==> config.mk <==
export PLATFORM = sky130hd
export DESIGN_NAME = multicycle_controller
export DESIGN_NICKNAME = d
export VERILOG_FILES = /design/src/rtl/multicycle_controller.sv
export SDC_FILE = /design/constraint.sdc
export NUM_CORES = 1
export LEC_CHECK = 0
export BUFFER_PORTS_ARGS = -buffer_cell sky130_fd_sc_hd__buf_4
export CORE_AREA = 8 8 48 50
export DETAILED_ROUTE_END_ITERATION = 8
export DIE_AREA = 0 0 56 58
export GPL_TIMING_DRIVEN = 1
export MAX_ROUTING_LAYER = met4
export PLACE_DENSITY = 0.72
export SLEW_MARGIN = 25
export SYNTH_ARGS = -nofsm -noshare
export SYNTH_HDL_FRONTEND = slang
export SYNTH_SLANG_ARGS = --single-unit
export TNS_END_PERCENT = 1
==> constraint.sdc <==
create_clock -name clk -period 1.6 [get_ports clk]
set_clock_uncertainty 0.2 [all_clocks]
set_input_delay 0.08 -clock clk [delete_from_list [all_inputs] [get_ports clk]]
set_output_delay 0.08 -clock clk [all_outputs]
set_load 0.02 [all_outputs]
==> src/rtl/multicycle_controller.sv <==
// Multicycle RV32I control FSM: sequences fetch/decode/execute/mem/writeback.
// Define MCCTRL_MEM_WAIT_EN to stall FETCH/MEMREAD/MEMWRITE on MemReady.
module multicycle_controller #(
  parameter int ALUC_W       = 3,
  parameter bit ILLEGAL_TRAP = 1'b1
) (
  input  logic              clk,
  input  logic              reset,
  input  logic [6:0]        op,
  input  logic [2:0]        funct3,
  input  logic              funct7b5,
  input  logic              Zero,
  input  logic              MemReady,
  output logic              PCWrite,
  output logic              AdrSrc,
  output logic              MemWrite,
  output logic              IRWrite,
  output logic [1:0]        ResultSrc,
  output logic [1:0]        ALUSrcA,
  output logic [1:0]        ALUSrcB,
  output logic [1:0]        ImmSrc,
  output logic              RegWrite,
  output logic [ALUC_W-1:0] ALUControl,
  output logic              Illegal
);

  localparam logic [6:0] OP_LW  = 7'b0000011;
  localparam logic [6:0] OP_SW  = 7'b0100011;
  localparam logic [6:0] OP_R   = 7'b0110011;
  localparam logic [6:0] OP_I   = 7'b0010011;
  localparam logic [6:0] OP_BR  = 7'b1100011;
  localparam logic [6:0] OP_JAL = 7'b1101111;

  typedef enum logic [3:0] {
    FETCH, DECODE, MEMADR, MEMREAD, MEMWB, MEMWRITE,
    EXECR, EXECI, ALUWB, BRANCH, JAL
  } state_t;

  state_t     state, next;
  logic       mem_ok;
  logic       irw, mw, rw, ill;
  logic       branch, pc_upd, taken;
  logic [1:0] alu_op;
  logic [2:0] alu_code;

`ifdef MCCTRL_MEM_WAIT_EN
  assign mem_ok = MemReady;
`else
  logic unused_mem_ready;
  assign unused_mem_ready = MemReady;
  assign mem_ok = 1'b1;
`endif

  always_ff @(posedge clk or posedge reset) begin
    if (reset) state <= FETCH;
    else       state <= next;
  end

  always_comb begin
    next      = state;
    AdrSrc    = 1'b0;
    mw        = 1'b0;
    irw       = 1'b0;
    rw        = 1'b0;
    ill       = 1'b0;
    ResultSrc = 2'b00;
    ALUSrcA   = 2'b00;
    ALUSrcB   = 2'b00;
    alu_op    = 2'b00;
    branch    = 1'b0;
    pc_upd    = 1'b0;
    unique case (state)
      FETCH: begin
        ALUSrcB   = 2'b10;
        ResultSrc = 2'b10;
        irw       = mem_ok;
        pc_upd    = mem_ok;
        if (mem_ok) next = DECODE;
      end
      DECODE: begin
        ALUSrcA = 2'b01;
        ALUSrcB = 2'b01;
        case (op)
          OP_LW, OP_SW: next = MEMADR;
          OP_R:         next = EXECR;
          OP_I:         next = EXECI;
          OP_BR:        next = BRANCH;
          OP_JAL:       next = JAL;
          default: begin
            next = FETCH;
            ill  = ILLEGAL_TRAP;
          end
        endcase
      end
      MEMADR: begin
        ALUSrcA = 2'b10;
        ALUSrcB = 2'b01;
        // lw and sw differ only in opcode bit 5
        next    = op[5] ? MEMWRITE : MEMREAD;
      end
      MEMREAD: begin
        AdrSrc = 1'b1;
        if (mem_ok) next = MEMWB;
      end
      MEMWB: begin
        ResultSrc = 2'b01;
        rw        = 1'b1;
        next      = FETCH;
      end
      MEMWRITE: begin
        AdrSrc = 1'b1;
        mw     = 1'b1;
        if (mem_ok) next = FETCH;
      end
      EXECR: begin
        ALUSrcA = 2'b10;
        alu_op  = 2'b10;
        next    = ALUWB;
      end
      EXECI: begin
        ALUSrcA = 2'b10;
        ALUSrcB = 2'b01;
        alu_op  = 2'b10;
        next    = ALUWB;
      end
      ALUWB: begin
        rw   = 1'b1;
        next = FETCH;
      end
      BRANCH: begin
        ALUSrcA = 2'b10;
        alu_op  = 2'b01;
        branch  = 1'b1;
        next    = FETCH;
      end
      JAL: begin
        ALUSrcA = 2'b01;
        ALUSrcB = 2'b10;
        pc_upd  = 1'b1;
        next    = ALUWB;
      end
      default: next = FETCH;
    endcase
  end

  always_comb begin
    taken = 1'b0;
    case (funct3)
      3'b000:  taken = Zero;
      3'b001:  taken = !Zero;
      default: taken = 1'b0;
    endcase
  end

  always_comb begin
    ImmSrc = 2'b00;
    case (op)
      OP_SW:   ImmSrc = 2'b01;
      OP_BR:   ImmSrc = 2'b10;
      OP_JAL:  ImmSrc = 2'b11;
      default: ImmSrc = 2'b00;
    endcase
  end

  always_comb begin
    alu_code = 3'b000;
    unique case (alu_op)
      2'b00: alu_code = 3'b000;
      2'b01: alu_code = 3'b001;
      2'b10: begin
        case (funct3)
          3'b000:  alu_code = (funct7b5 & op[5]) ? 3'b001 : 3'b000;
          3'b010:  alu_code = 3'b101;
          3'b110:  alu_code = 3'b011;
          3'b111:  alu_code = 3'b010;
          default: alu_code = 3'b000;
        endcase
      end
      default: alu_code = 3'b000;
    endcase
  end

  assign ALUControl = ALUC_W'(alu_code);

  // Strobes are masked while reset is held so nothing writes during reset
  assign PCWrite  = !reset & ((branch & taken) | pc_upd);
  assign IRWrite  = !reset & irw;
  assign MemWrite = !reset & mw;
  assign RegWrite = !reset & rw;
  assign Illegal  = !reset & ill;

endmodule

==> flow_metrics.tcl <==
set metrics [dict create \
    setup_viol 14 \
    via_per_inst 5.39 \
    powerDensity_nw_per_um2 857 \
    violations "negative setup slack" \
    final-hold-violation-count 0 \
    cts_tree "done" \
    grt.total_usage_pct 15.2 \
    slew_headroom_pct 81.1 \
    ys_seq_area_share_pct 16.9 \
    setup.worst_path.start "state[2]" \
    route.met2.wl_um 1230 \
    clk_latency_ns 0.24 \
    path_class "flop to output port" \
    cp_cell_sequence "nand4bb_4, ha_4, nor4_4, buf_4" \
    post-place-ws_ns -0.118 \
    drive_above_1_share_pct 60.5 \
    grt_pass1_wl_um 3950 \
    n_fill_cell 126 \
    initial_utilization_pct 36.7 \
    met3_length_um 112 \
    comb_power_share_pct 71.5 \
    num_rows 15 \
    syn_inst 79 \
    antenna_left 0 \
    intPower_uw 574 \
    fin_crit_ns 1.90 \
    synth.distinct_cells 32 \
    grt_max_degree 16 \
    r2r_start "state[3]" \
    cpPeakStageDelay_ns 0.41 \
    final_nets 143 \
    cts.path.max_buffers 2 \
    yosysWarnings 0 \
    final_cells 141 \
    rsz0062_at_grt "true" \
    hold_slack_ns 0.0147 \
    dieArea_um2 3250 \
    drc 0 \
    clk_pin_slew_ns 0.03 \
    cpMaxStageDelayCell "dfrtp_1" \
    endpoint_kind "output port" \
    dr_total_vias 760 \
    post-route-period-util_pct 119 \
    setup_ws_ns -0.301 \
    core_area_um2 1610 \
    drt-initial-drc-count 11 \
    antenna_cells_inserted 0 \
    cts-root-buf "clkbuf_4" \
    max-cap-violations 0 \
    area_delta_synth_final_pct 102 \
    wl_per_cell_um 16.6 \
    wl_um 2340 \
    pwr-share-seq_pct 16.0 \
    status "complete, but fails checks" \
    ir_drop_uv 585 \
    p_sw_uw 451 \
    boundaryPins 32 \
    hp-class "input port to flop" \
    p_clk_share_pct 12.5 \
    cts_max_level 1 \
    post_dp_cell_area_um2 966 \
    antenna_found_initial 0 \
    critPathLaunchType "flop" \
    grt-ovfl-total 0 \
    io_buffers 30 \
    p_leak_uw 0.000524 \
    syn-cell-area_um2 592 \
    required_ns 1.32 \
    totalPowerFinal_uw 1020 \
    place_congestion 0.846 \
    die_h_um 58 \
    met1_length_um 936 \
    hp-start "op[5]" \
    reg.largest.list "state (4)" \
    syn_avg_cell_area_um2 7.49 \
    die_w_um 56 \
    swShare_pct 44.0 \
    cts.sinks 4 \
    arrival_ns 1.62 \
    syn_nets 96 \
    slew_violations 0 \
    dp_hpwl_um 1660 \
    dp_cells 132 \
    highest_layer "met4" \
    stdcell_area_um2 1190 \
    fmax_ghz 0.526 \
    cts_made_buffers 3 \
    largest_reg_flops 4 \
    synth-seq-cells 4 \
    first_pass_iters 4 \
    tightest_slew_ns 0.282 \
    grt_pass1_vias 888 \
    top_register "state" \
    crit_fanout 4 \
]
[critical path: cells and delay by family, from the launching register on]
family,cells,cell delay (ns)
and+or+nand+nor,2,0.51
DFF,1,0.41
adders and majority gates,1,0.29
buffers and inverters,1,0.17
[routing by layer]
layer  vias up  track usage, %
met4         0            9.62
met3         6            3.06
met1       351            15.5
li1        372               -
met2        31            26.1
met5         -               -
[Yosys cell counts]
cell type  instances  share of area (%)
and3b_1            2                3.0
o21ai_0            3                2.5
buf_1              1               0.63
a21oi_1            5                4.2
nor2b_1            4                4.2
nor3b_1            4                5.1
and4b_1            1                1.7
a21boi_0           1                1.3
nand4bb_1          1                1.9
nor2_1             4                2.5
dfrtp_1            4                 17
o2bb2ai_1          1                1.5
and4bb_2           1                2.1
mux2_2             1                1.9
nand2b_1           3                3.2
o21a_1             2                2.5
nand2_1            2                1.3
nand4_1            2                2.1
inv_1              7                4.4
xnor2_1            5                7.4
nor4_1             5                5.3
ha_1               2                4.2
o211ai_1           1                1.3
buf_6              2                3.8
a41oi_1            1                1.5
and3_1             2                2.1
or2_1              1                1.1
clkbuf_1           3                1.9
or3_1              1                1.1
a211oi_2           1                2.1
and2_1             1                1.1
nor3_1             5                4.2
[final cells by class]
class | count | area (µm²) | area share [%]
clock buffer | 3 | 22.5 | 1.88
inverter | 7 | 26.3 | 2.20
multi-input combinational | 62 | 608 | 50.9
sequential | 4 | 103 | 8.59
tap | 17 | 21.3 | 1.78
timing repair buffer | 48 | 414 | 34.7
[power by group through the flow]
stage                     clock (µW)  combinational (µW)  sequential [µW]
after detailed placement           0                 590              149
after floorplan                    0                 363              122
after CTS                        128                 678              160
final                            128                 732              164
after global placement             0                 582              146
after global routing             140                 788              166
[final timing paths]
path	to	slack [ns]	cells after the start
worst min register to register	state[0]	0.54	2
worst min-delay path	state[2]	0.01	3
min in group asynchronous	state[1]	0.16	3
max in group asynchronous	state[0]	0.86	3
worst max register to register	state[3]	0.15	5
worst max-delay path	ALUControl[2]	-0.30	4
[logic make-up (layout without fill, tap and decap cells)]
logic type | count (synthesis) | in the layout | synth area share [%]
AO/OA/AOI/OAI | 15 | 15 | 16.9
XOR/XNOR | 5 | 5 | 7.40
adder cells (fa/ha/maj) | 2 | 2 | 4.23
buffers and inverters | 13 | 58 | 10.8
flip-flops | 4 | 4 | 16.9
multiplexers | 1 | 1 | 1.90
AND/OR/NAND/NOR | 39 | 39 | 41.9
[what timing repair did]
action | in CTS | in global routing
pin swaps | 9 | 5
hold buffers | 3 | 0
setup endpoints to repair | 15 | 15
buffers inserted | 3 | 0
resized for setup | 23 | 13
endpoints found under the hold margin | 5 | 0
cloned | 0 | 0
[metrics by stage]
step / util [%] / setup TNS, ns
2_1_floorplan: - / -0.922
3_3_place_gp: 59.8 / -0.158
3_5_place_dp: 59.8 / -0.368
4_1_cts: 70.8 / -1.88
5_1_grt: 74.0 / -3.09
6_report: 74.0 / -1.96
[placed cells by master, fill, tap and decap left out, drive strengths merged]
master,netlist,final
a211oi,1,1
a21boi,1,1
a21oi,5,5
a41oi,1,1
and2,1,1
and3,2,2
and3b,2,2
and4b,1,1
and4bb,1,1
buf,3,45
clkbuf,3,3
dfrtp,4,4
dlygate4sd3,0,3
ha,2,2
inv,7,7
mux2,1,1
nand2,2,2
nand2b,3,3
nand4,2,2
nand4bb,1,1
nor2,4,4
nor2b,4,4
nor3,5,5
nor3b,4,4
nor4,5,5
o211ai,1,1
o21a,2,2
o21ai,3,3
o2bb2ai,1,1
or2,1,1
or3,1,1
xnor2,5,5
No activity file was read; power rests on OpenSTA's default activity.
